### src/rtl/week6_logic_pkg.sv
// Shared op codes and the bitwise evaluator for the week-6 logic pipe.
package week6_logic_pkg;

  localparam int MAX_W = 64;

  localparam logic [2:0] OP_NOT  = 3'd0;
  localparam logic [2:0] OP_BUF  = 3'd1;
  localparam logic [2:0] OP_AND  = 3'd2;
  localparam logic [2:0] OP_OR   = 3'd3;
  localparam logic [2:0] OP_XOR  = 3'd4;
  localparam logic [2:0] OP_NAND = 3'd5;
  localparam logic [2:0] OP_NOR  = 3'd6;
  localparam logic [2:0] OP_XNOR = 3'd7;

  // Evaluated at MAX_W; callers truncate to their own width.
  function automatic logic [MAX_W-1:0] logic_eval(input logic [2:0] op,
                                                  input logic [MAX_W-1:0] a,
                                                  input logic [MAX_W-1:0] b);
    case (op)
      OP_NOT:  logic_eval = ~a;
      OP_BUF:  logic_eval = a;
      OP_AND:  logic_eval = a & b;
      OP_OR:   logic_eval = a | b;
      OP_XOR:  logic_eval = a ^ b;
      OP_NAND: logic_eval = ~(a & b);
      OP_NOR:  logic_eval = ~(a | b);
      default: logic_eval = ~(a ^ b);
    endcase
  endfunction

endpackage

### src/rtl/week6_pipe_stage.sv
// One valid/data pipeline register: loads on ready, clears valid on flush.
module week6_pipe_stage #(
  parameter int W = 8
) (
  input  logic         clk,
  input  logic         rst_n,
  input  logic         flush,
  input  logic         rdy_nxt,
  input  logic         in_v,
  input  logic [W-1:0] in_d,
  output logic         rdy,
  output logic         out_v,
  output logic [W-1:0] out_d
);

  assign rdy = !out_v || rdy_nxt;

  always_ff @(posedge clk or negedge rst_n) begin
    if (!rst_n) begin
      out_v <= 1'b0;
      out_d <= '0;
    end else if (flush) begin
      out_v <= 1'b0;
    end else if (rdy) begin
      out_v <= in_v;
      // Hold data across bubbles so the registers do not toggle needlessly.
      if (in_v) out_d <= in_d;
    end
  end

endmodule

### src/rtl/week6_logic_pipe.sv
// WIDTH-bit bitwise logic unit followed by a DEPTH-stage valid/ready pipeline.
// Optional parity sideband when LOGIC_PIPE_PARITY_EN is defined.
module week6_logic_pipe
  import week6_logic_pkg::*;
#(
  parameter int WIDTH = 8,
  parameter int DEPTH = 2
) (
  input  logic             clk,
  input  logic             rst_n,
  input  logic             flush,
  input  logic             in_valid,
  output logic             in_ready,
  input  logic [WIDTH-1:0] in_a,
  input  logic [WIDTH-1:0] in_b,
  input  logic [2:0]       in_op,
`ifdef LOGIC_PIPE_PARITY_EN
  input  logic             in_par_odd,
  output logic             out_par,
`endif
  output logic             out_valid,
  input  logic             out_ready,
  output logic [WIDTH-1:0] out_y,
  output logic             busy
);

`ifdef LOGIC_PIPE_PARITY_EN
  localparam int DW = WIDTH + 1;
`else
  localparam int DW = WIDTH;
`endif

  // Index 0 is the input side; index i+1 is the output of stage i.
  logic [DEPTH:0]         vld_pipe;
  logic [DEPTH:0][DW-1:0] dat_pipe;
  logic [DEPTH:0]         rdy;
  logic [WIDTH-1:0]       res;

  assign res = WIDTH'(logic_eval(in_op, MAX_W'(in_a), MAX_W'(in_b)));

`ifdef LOGIC_PIPE_PARITY_EN
  assign dat_pipe[0] = {(^res) ^ in_par_odd, res};
  assign out_par     = dat_pipe[DEPTH][WIDTH];
`else
  assign dat_pipe[0] = res;
`endif

  assign vld_pipe[0] = in_valid;
  assign rdy[DEPTH]  = out_ready;

  for (genvar g = 0; g < DEPTH; g++) begin : g_stage
    week6_pipe_stage #(.W(DW)) u_stage (
      .clk     (clk),
      .rst_n   (rst_n),
      .flush   (flush),
      .rdy_nxt (rdy[g+1]),
      .in_v    (vld_pipe[g]),
      .in_d    (dat_pipe[g]),
      .rdy     (rdy[g]),
      .out_v   (vld_pipe[g+1]),
      .out_d   (dat_pipe[g+1])
    );
  end

  assign in_ready  = rdy[0];
  assign out_valid = vld_pipe[DEPTH];
  assign out_y     = dat_pipe[DEPTH][WIDTH-1:0];
  assign busy      = |vld_pipe[DEPTH:1];

endmodule

### config.mk
export PLATFORM = sky130hd
export DESIGN_NAME = week6_logic_pipe
export DESIGN_NICKNAME = d
export VERILOG_FILES = /design/src/rtl/week6_logic_pkg.sv /design/src/rtl/week6_pipe_stage.sv /design/src/rtl/week6_logic_pipe.sv
export SDC_FILE = /design/constraint.sdc
export NUM_CORES = 1
export LEC_CHECK = 0
export ABC_AREA = 0
export ABC_CLOCK_PERIOD_IN_PS = 2900
export BUFFER_PORTS_ARGS = -buffer_cell sky130_fd_sc_hd__buf_2
export CORE_MARGIN = 1
export CORE_UTILIZATION = 50
export CTS_CLUSTER_DIAMETER = 80
export DETAILED_ROUTE_END_ITERATION = 8
export GPL_TIMING_DRIVEN = 0
export MAX_ROUTING_LAYER = met4
export PLACE_DENSITY_LB_ADDON = 0.3
export SYNTH_ARGS = -nofsm -noshare
export SYNTH_HDL_FRONTEND = slang
export SYNTH_SLANG_ARGS = --single-unit
### constraint.sdc
create_clock -name clk -period 2.9 [get_ports clk]
set_input_delay 0.145 -clock clk [delete_from_list [all_inputs] [get_ports clk]]
set_output_delay 0.145 -clock clk [all_outputs]
set_load 0.02 [all_outputs]
==> After elaboration in Yosys (flattened, before gate mapping) <==
Cells that the tools add are included.
Widths: inputs -> output; s select.
{ "word_totals": {"mem_bits_rw": 0, "ff_bits": 18, "word_cells": 33, "mem_count": 0, "input_bits": 24, "output_inout_bits": 11, "latchBits": 0, "mem_bits_ro": 0} }
{ "op_classes": {"eq_ne": 6, "n_shift": 0, "add_sub_neg": 0, "bitwise_logic": 8, "reduce_logical": 10, "div": 0, "n_lt_le_gt_ge": 0, "n_mul": 0, "muxes": 5} }
{ "op_table": {"columns": ["cell", "count"], "rows": [
  ["$pmux 8 s7", 1],
  ["$not 8->8", 4],
  ["$eq 3x3->1 const B", 3],
  ["$and 8x8->8", 1],
  ["$or 8x8->8", 1],
  ["$xor 8x8->8", 1],
  ["$eq 3x2->1 const B", 2],
  ["$reduce_and 3->1", 2],
  ["$mux 1", 4],
  ["$reduce_bool 2->1", 2],
  ["$eq 3x1->1 const B", 1],
  ["$logic_not 3->1", 1],
  ["$logic_not 1->1", 2],
  ["$logic_or 1x1->1", 2],
  ["$reduce_or 2->1", 1],
  ["$not 1->1", 1]
]} }

==> Depth between registers and ports, before layout <==
Gate-level depths: netlist of run 1.
{ "depth": {"word_depth": 5, "ltp_mapped": 7, "ltp_nobuf": 6} }

==> Modules after synthesis <==
Synthesis of run 1 repeated with hierarchy kept, for this count alone.
{ "unflattened": {"hier_cells": 152, "hier_area_um2": 1587.8} }
{ "modules_own_cells": {"columns": ["mod", "instances", "area_each_um2", "cells_each"], "rows": [
  ["week6_logic_pipe", 1, 869.6, 108],
  ["week6_pipe_stage", 2, 359.1, 22]
]} }

==> Worst setup path before layout of run 1 <==
No wires, ideal clock.
{ "synth_path": {"path_type": "reg-to-reg", "start": "reg g_stage[1].u_stage.out_v", "end": "reg g_stage[0].u_stage.out_d[5]", "path_slack_ns": 1.369, "synth_period_minus_slack_ns": 1.531, "n_path_buf": 1, "path_stages_with_launch": 5, "setup_time_ns": 0.121, "arrival_time_ns": 1.410, "path_cell_list": "dfrtp_1 nand3b_1 nand3b_1 buf_2 a22o_1"} }
{ "synth_via": {"elab_chain_cells": 4} }
{ "synth_rtl": {"columns": ["item", "line", "rtl"], "rows": [
  ["start, declared", "week6_pipe_stage.sv:12", "output logic out_v,"],
  ["start signal, assigned", "week6_pipe_stage.sv:25", "out_v <= in_v;"],
  ["$logic_not 1->1", "week6_pipe_stage.sv:16", "assign rdy = !out_v || rdy_nxt;"],
  ["$logic_or 1x1->1 (2 in a row)", "week6_pipe_stage.sv:16", null],
  ["via in_ready", "week6_logic_pipe.sv:13", "output logic in_ready,"],
  ["$reduce_and 3->1 (no source line)", null, null],
  ["end signal, assigned", "week6_pipe_stage.sv:27", "if (in_v) out_d <= in_d;"],
  ["end, declared", "week6_pipe_stage.sv:13", "output logic [W-1:0] out_d"]
]} }
The timed path passes the listed nets, and every way through them passes these cells.
A chain may end at the register's enable or synchronous reset.

==> Final worst setup path of run 1 <==
{ "layout_path": {"start": "reg g_stage[1].u_stage.out_v", "end": "reg g_stage[1].u_stage.out_d[0]"} }
{ "layout_via": {"elab_chain_cells": 3} }
{ "layout_rtl": {"columns": ["item", "line"], "rows": [
  ["$logic_not 1->1", "week6_pipe_stage.sv:16"],
  ["$logic_or 1x1->1", "week6_pipe_stage.sv:16"],
  ["$reduce_and 3->1 (no source line)", null],
  ["end signal, assigned", "week6_pipe_stage.sv:27"],
  ["end, declared", "week6_pipe_stage.sv:13"]
]} }
Every way passes these cells.

==> impl_metrics.py, run 1 <==
metrics = {
    "clock_tree": {
        "numCtsBuffers": 3,
        "cts.reportedPaths.clkPinSlew_ps": 80,
        "cts_tree": "done",
        "cts.sinks": 18,
        "cts_resized": 0,
        "cts-root-buf": "clkbuf_4",
        "htreeDepth": 1,
        "cts_setup_buffers": 0,
        "worstSkewPairLatency_ps": 280,
        "cts_buffer_depth": 2,
        "ctsHoldBuffers": 1,
    },
    "route": {
        "drtPass1Iterations": 4,
        "wl_microns": 3110,
        "viasPerCell": 5.27,
        "vias": 1324,
        "drtIter0Drc": 35,
        "ant_nets": 0,
        "drc": 0,
        "wl_per_cell_microns": 12.4,
    },
    "layout": {
        "mostFrequentLayoutCell": "buf_2",
        "syn_to_final_growth_pct": 15.3,
        "stdcell_count": 251,
        "drive_gt1_frac": 0.319,
        "antenna_cells": 0,
        "final.fill_count": 294,
        "layout_common_cells": "37 x buf_2, 25 x inv_1, 18 x dfrtp_1",
        "finalNetCount": 249,
        "final_util": 0.605,
    },
    "die": {
        "rows": 20,
        "dieHeight_microns": 58.4,
        "die_x_microns": 58.4,
        "io_pins": 35,
        "dieArea_sq_mm": 0.00341,
        "design.core.area_sq_mm": 0.00303,
        "initial_core_util": 0.525,
    },
    "grt": {
        "antenna_found_initial": 0,
        "grt_max_degree": 19,
        "grt-ovfl-total": 0,
        "track_usage": 0.211,
        "first_global_vias": 1210,
        "grt_pass1_wl_microns": 5350,
    },
    "synthesis": {
        "postSynthCellCount": 172,
        "async_flop_share": 1.00,
        "syn-cell-area_sq_mm": 0.00159,
        "syn_nets": 212,
        "ys_ff_latch": 18,
        "synth_seq_area_share": 0.283,
        "avgSynthCellArea_sq_um": 9.24,
        "synth_flop_cell": "dfrtp_1",
        "ys_warn_count": 0,
        "yosysUniqueCellTypes": 35,
        "synth_edf_count": 0,
    },
    "worst_setup_path": {
        "r2r_cells": 3,
        "cp-start-kind": "flop",
        "endpoint_kind": "flop",
        "crit_arrival_ps": 1630,
        "crit_type": "reg2reg",
        "ff2ff_setup_slack_ps": 1440,
        "required_ps": 3070,
        "cp_max_fo": 8,
    },
    "place": {
        "routabilityCongestion": 0.878,
        "dp_hpwl_microns": 2530,
        "dpl.cell_count": 247,
        "io_buffers": 31,
    },
    "power_and_ir_drop": {
        "ir_drop_mv": 0.165,
        "power.leakage_nw": 0.958,
        "p_total_w": 0.000783,
        "pwr_density_cell_mw_per_mm2": 428,
    },
    "timing": {
        "rsz0062_at_grt": "false",
        "period_needed_ps": 1460,
        "max_slew.worst_pin.slew_ps": 415,
        "finalHoldViolCount": 0,
        "drv_slew": 0,
        "skew_ps": 1.47,
        "setup_viol": 0,
        "max_freq_mhz": 684,
        "tns_ps": 0,
        "period_share": 0.504,
        "slew_headroom": 0.723,
    },
    "status": {
        "status": "completed",
    },
    "run": {
        "max_cap_viol_count": 0,
    },
    "min_path": {
        "holdPathStages": 2,
        "hp-class": "in2reg",
    },
}
cells by family after synthesis:
group	synth area share
adder cells (fa/ha/maj)	0.126
AO/OA/AOI/OAI	0.181
multiplexers	0.138
flip-flops	0.283
AND/OR/NAND/NOR	0.110
buffers and inverters	0.139
XOR/XNOR	0.0221
synth_stat cells (2+ instances only):
cell      number  area share
nand3b_1       2      0.0094
a211oi_1       2      0.0094
a31oi_1        2      0.0079
buf_2          6       0.019
a21oi_1        6       0.019
xor2_1         2       0.011
inv_1         25       0.059
o21ai_1        4       0.013
o21ai_0        5       0.016
mux4_2         2       0.028
nor2_1         5       0.012
o22ai_1        3       0.012
nand2b_1       2      0.0079
xnor2_1        2       0.011
ha_1          16        0.13
buf_4          9       0.043
a221o_1        3       0.019
a22o_1         4       0.022
a21o_1         4       0.019
mux2_2        11       0.078
a221oi_1       4       0.022
nand2_1       11       0.026
dfrtp_1       18        0.28
nor2b_1        9       0.035
mux2i_1        5       0.031
metrics by stage:
stage	worst slack [ps]	area (sq um)	hold WS (ps)
floorplan	1370	1590	-151
global placement	1370	1800	76.6
detailed placement	1350	1800	84.6
CTS	1410	1830	73.4
global route	1290	1830	89.3
finish	1440	1830	87.2
cell type report:
class | instances | area [sq um] | area share
inverters | 25 | 93.8 | 0.0512
clock buffers | 3 | 22.5 | 0.0123
multi-input cells | 111 | 917 | 0.501
plain buffers | 18 | 128 | 0.0697
repair buffers | 32 | 165 | 0.0902
flip-flops and latches | 18 | 450 | 0.246
well taps | 44 | 55.1 | 0.0301
where the power goes:
group | switching, W | internal [W] | total [W]
sequential | 0.0000283 | 0.000306 | 0.000335
clock | 0.0000641 | 0.0000481 | 0.000112
combinational | 0.000164 | 0.000172 | 0.000336
registers in the layout (all words and copies together) (netlist names):
signal	flops
g_stage.u_stage.out_d	16
g_stage.u_stage.out_v	2
routing by layer:
| layer | GRT usage | wire length (microns) | up-vias |
|---|---|---|---|
| met5 | - | 0 | - |
| met4 | 0.0748 | 23 | 0 |
| met3 | 0.0154 | 167 | 2 |
| met2 | 0.373 | 1520 | 46 |
| met1 | 0.255 | 1400 | 618 |
| li1 | - | - | 658 |
worst max-delay path: stages, from the launching register on:
cell and delay (ps):
dfrtp_1 410, nor2b_1 170, nor3b_4 390, mux2_2 390
final timing paths:
| check | start | to |
|---|---|---|
| max | g_stage[1].u_stage.out_v | g_stage[1].u_stage.out_d[0] |
| min | flush | g_stage[0].u_stage.out_v |
| max reg2reg | g_stage[1].u_stage.out_v | g_stage[1].u_stage.out_d[0] |
| min reg2reg | g_stage[0].u_stage.out_d[4] | g_stage[0].u_stage.out_d[4] |
| max in group asynchronous | rst_n | g_stage[1].u_stage.out_d[3] |
| min in group asynchronous | rst_n | g_stage[1].u_stage.out_d[4] |
(Power assumes the default switching activity.)
==> run 2: changes to the inputs <==
ABC_CLOCK_PERIOD_IN_PS = 1250   (was 2900)
CORE_UTILIZATION = 49   (was 50)
clock period = 1.25 ns   (was 2.9 ns; I/O delays follow)
==> run 2 against run 1 <==
The flow now finishes with violations (setup timing). Critical path type unchanged. Cell count rose by 3.2%. Register-to-register slack lost 1600 ps. Critical endpoint is now g_stage[1].u_stage.out_d[2]. Largest power group unchanged. Die area up 2.0%. Clock power grew to 3.1 times the previous value. First-iteration DRC count is 20% lower. Sequential cell count unchanged. Total power rose to 2.6 times the previous value. Utilization rose by 5.0 points. Non-clock buffer count grew 7. Highest routed layer unchanged. Worst hold slack better by 19 ps. Cell area rose by 9.2%. Count of clock-buffer cells in the layout is 1 higher.
==> impl_metrics.py, run 2 (synthesis gave the netlist of run 1 again) <==
metrics = {
    "layout": {
        "drive_gt1_frac": 0.363,
        "antenna_cells": 0,
        "largestRegisters": "g_stage.u_stage.out_d (16), g_stage.u_stage.out_v (2)",
        "syn_to_final_growth_pct": 25.9,
        "mostFrequentLayoutCell": "buf_2",
        "regMostFlops": "g_stage.u_stage.out_d",
        "layout_common_cells": "34 x buf_2, 25 x inv_1, 17 x dfrtp_1",
        "finalNetCount": 256,
        "design_area_sq_mm": 0.00200,
        "largest_register_ffs": 16,
    },
    "clock_tree": {
        "cts.sinks": 18,
        "cts_buffer_depth": 2,
        "numCtsBuffers": 3,
        "worstSkewPairLatency_ps": 290,
        "htreeDepth": 1,
        "cts.reportedPaths.clkPinSlew_ps": 90,
        "cts-root-buf": "clkbuf_4",
        "cts_tree": "done",
    },
    "route": {
        "drtIter0Drc": 28,
        "ant_nets": 0,
        "viasPerCell": 5.15,
        "wl_microns": 3360,
        "drtPass1Iterations": 4,
        "vias": 1333,
        "drc": 0,
        "wl_per_cell_microns": 13.0,
    },
    "place": {
        "routabilityCongestion": 0.888,
        "placed_area_sq_mm": 0.00181,
        "io_buffers": 31,
        "dp_hpwl_microns": 2460,
        "post-place-ws_ps": -285,
    },
    "timing": {
        "tns_ps": -1650,
        "setup_viol": 16,
        "drv_slew": 0,
        "holdWs_ps": 107,
        "finalHoldViolCount": 0,
        "period_share": 1.12,
        "worst_slack_ps": -146,
        "period_needed_ps": 1400,
        "slew_headroom": 0.751,
        "rsz0062_at_grt": "true",
        "skew_ps": 3.13,
        "max_freq_mhz": 717,
        "max_slew.worst_pin.slew_ps": 373,
    },
    "power_and_ir_drop": {
        "pwr_density_cell_mw_per_mm2": 1000,
        "power.leakage_nw": 1.03,
        "ir_drop_mv": 0.457,
    },
    "die": {
        "die_x_microns": 58.9,
        "io_pins": 35,
        "initial_core_util": 0.520,
        "design.core.area_sq_mm": 0.00305,
        "dieHeight_microns": 58.9,
        "dieArea_sq_mm": 0.00347,
        "rows": 20,
    },
    "worst_setup_path": {
        "endpoint_kind": "flop",
        "cp-start-kind": "flop",
        "crit_arrival_ps": 1580,
        "cp_max_fo": 8,
        "worst_path_max_delay_cell": "dfrtp_2",
        "crit_type": "reg2reg",
        "slowest_delay_ps": 410,
        "path_cells": "nor2b_4, nor3b_4, buf_12, mux2_2",
        "required_ps": 1430,
    },
    "grt": {
        "antenna_found_initial": 0,
        "grt-ovfl-total": 0,
        "first_global_vias": 1272,
        "grt_pass1_wl_microns": 5440,
        "track_usage": 0.213,
        "grt_max_degree": 19,
    },
    "min_path": {
        "hp-class": "in2reg",
    },
    "status": {
        "failed_checks": "setup timing",
        "status": "finished with violations",
    },
    "run": {
        "max_cap_viol_count": 0,
    },
}
run 2: changes by cell type in the layout (fill, tap and decap cells not counted), sizes merged:
cell | before | now
buf | 48 | 53
dlygate4sd3 | 1 | 3
clkbuf | 4 | 5
run 2: worst max-delay path: cells and delay by family, from the launching register on:
kind / cells / cell delay (ps)
DFF: 1 / 410
and+or+nand+nor: 2 / 390
muxes: 1 / 320
buffers and inverters: 1 / 170
run 2: timing repair:
| item | 4_1_cts | 5_1_grt |
|---|---|---|
| hold endpoints to repair | 20 | 0 |
| hold buffers | 3 | 0 |
| buffers inserted | 3 | 1 |
| resized for setup | 2 | 17 |
| endpoints found under the setup margin | 16 | 17 |
| gates cloned | 0 | 1 |
| pin swaps | 2 | 4 |
run 2: per-layer routing:
metal / part of all wire / track usage / vias to the layer above / wire length, microns
met5: 0 / - / - / 0
met4: 0.017 / 0.0918 / 0 / 57
li1: - / - / 672 / -
met3: 0.029 / 0.0242 / 6 / 99
met1: 0.44 / 0.249 / 622 / 1480
met2: 0.51 / 0.369 / 33 / 1720
run 2: final timing paths:
check                                            start                          end  slack (ps)  cells after the start
min                                          out_ready     g_stage[1].u_stage.out_v         110                      4
min reg2reg                g_stage[0].u_stage.out_d[4]  g_stage[0].u_stage.out_d[4]         500                      2
max reg2reg                   g_stage[1].u_stage.out_v  g_stage[1].u_stage.out_d[2]        -150                      4
max                           g_stage[1].u_stage.out_v  g_stage[1].u_stage.out_d[2]        -150                      4
max in group asynchronous                        rst_n     g_stage[1].u_stage.out_v         740                      2
min in group asynchronous                        rst_n  g_stage[0].u_stage.out_d[5]         220                      2
run 2: power by group:
group          switching, W  internal [W]
logic              0.000401      0.000471
clock network      0.000165      0.000177
registers         0.0000764      0.000711
run 2: stage by stage:
step	std cells	utilization	total power, W
5_1_grt	259	0.655	0.00213
3_5_place_dp	247	0.594	0.00158
6_report	259	0.655	0.00200
2_1_floorplan	172	-	0.00136
4_1_cts	257	0.630	0.00195
3_3_place_gp	247	0.594	0.00154
run 2: cell type report:
cell class	instances	area (sq um)
buffer	18	134
clock buffer	4	36.3
fill	270	1050
inverter	25	93.8
multi-input combinational	111	978
sequential	18	452
tap	44	55.1
timing repair buffer	39	251
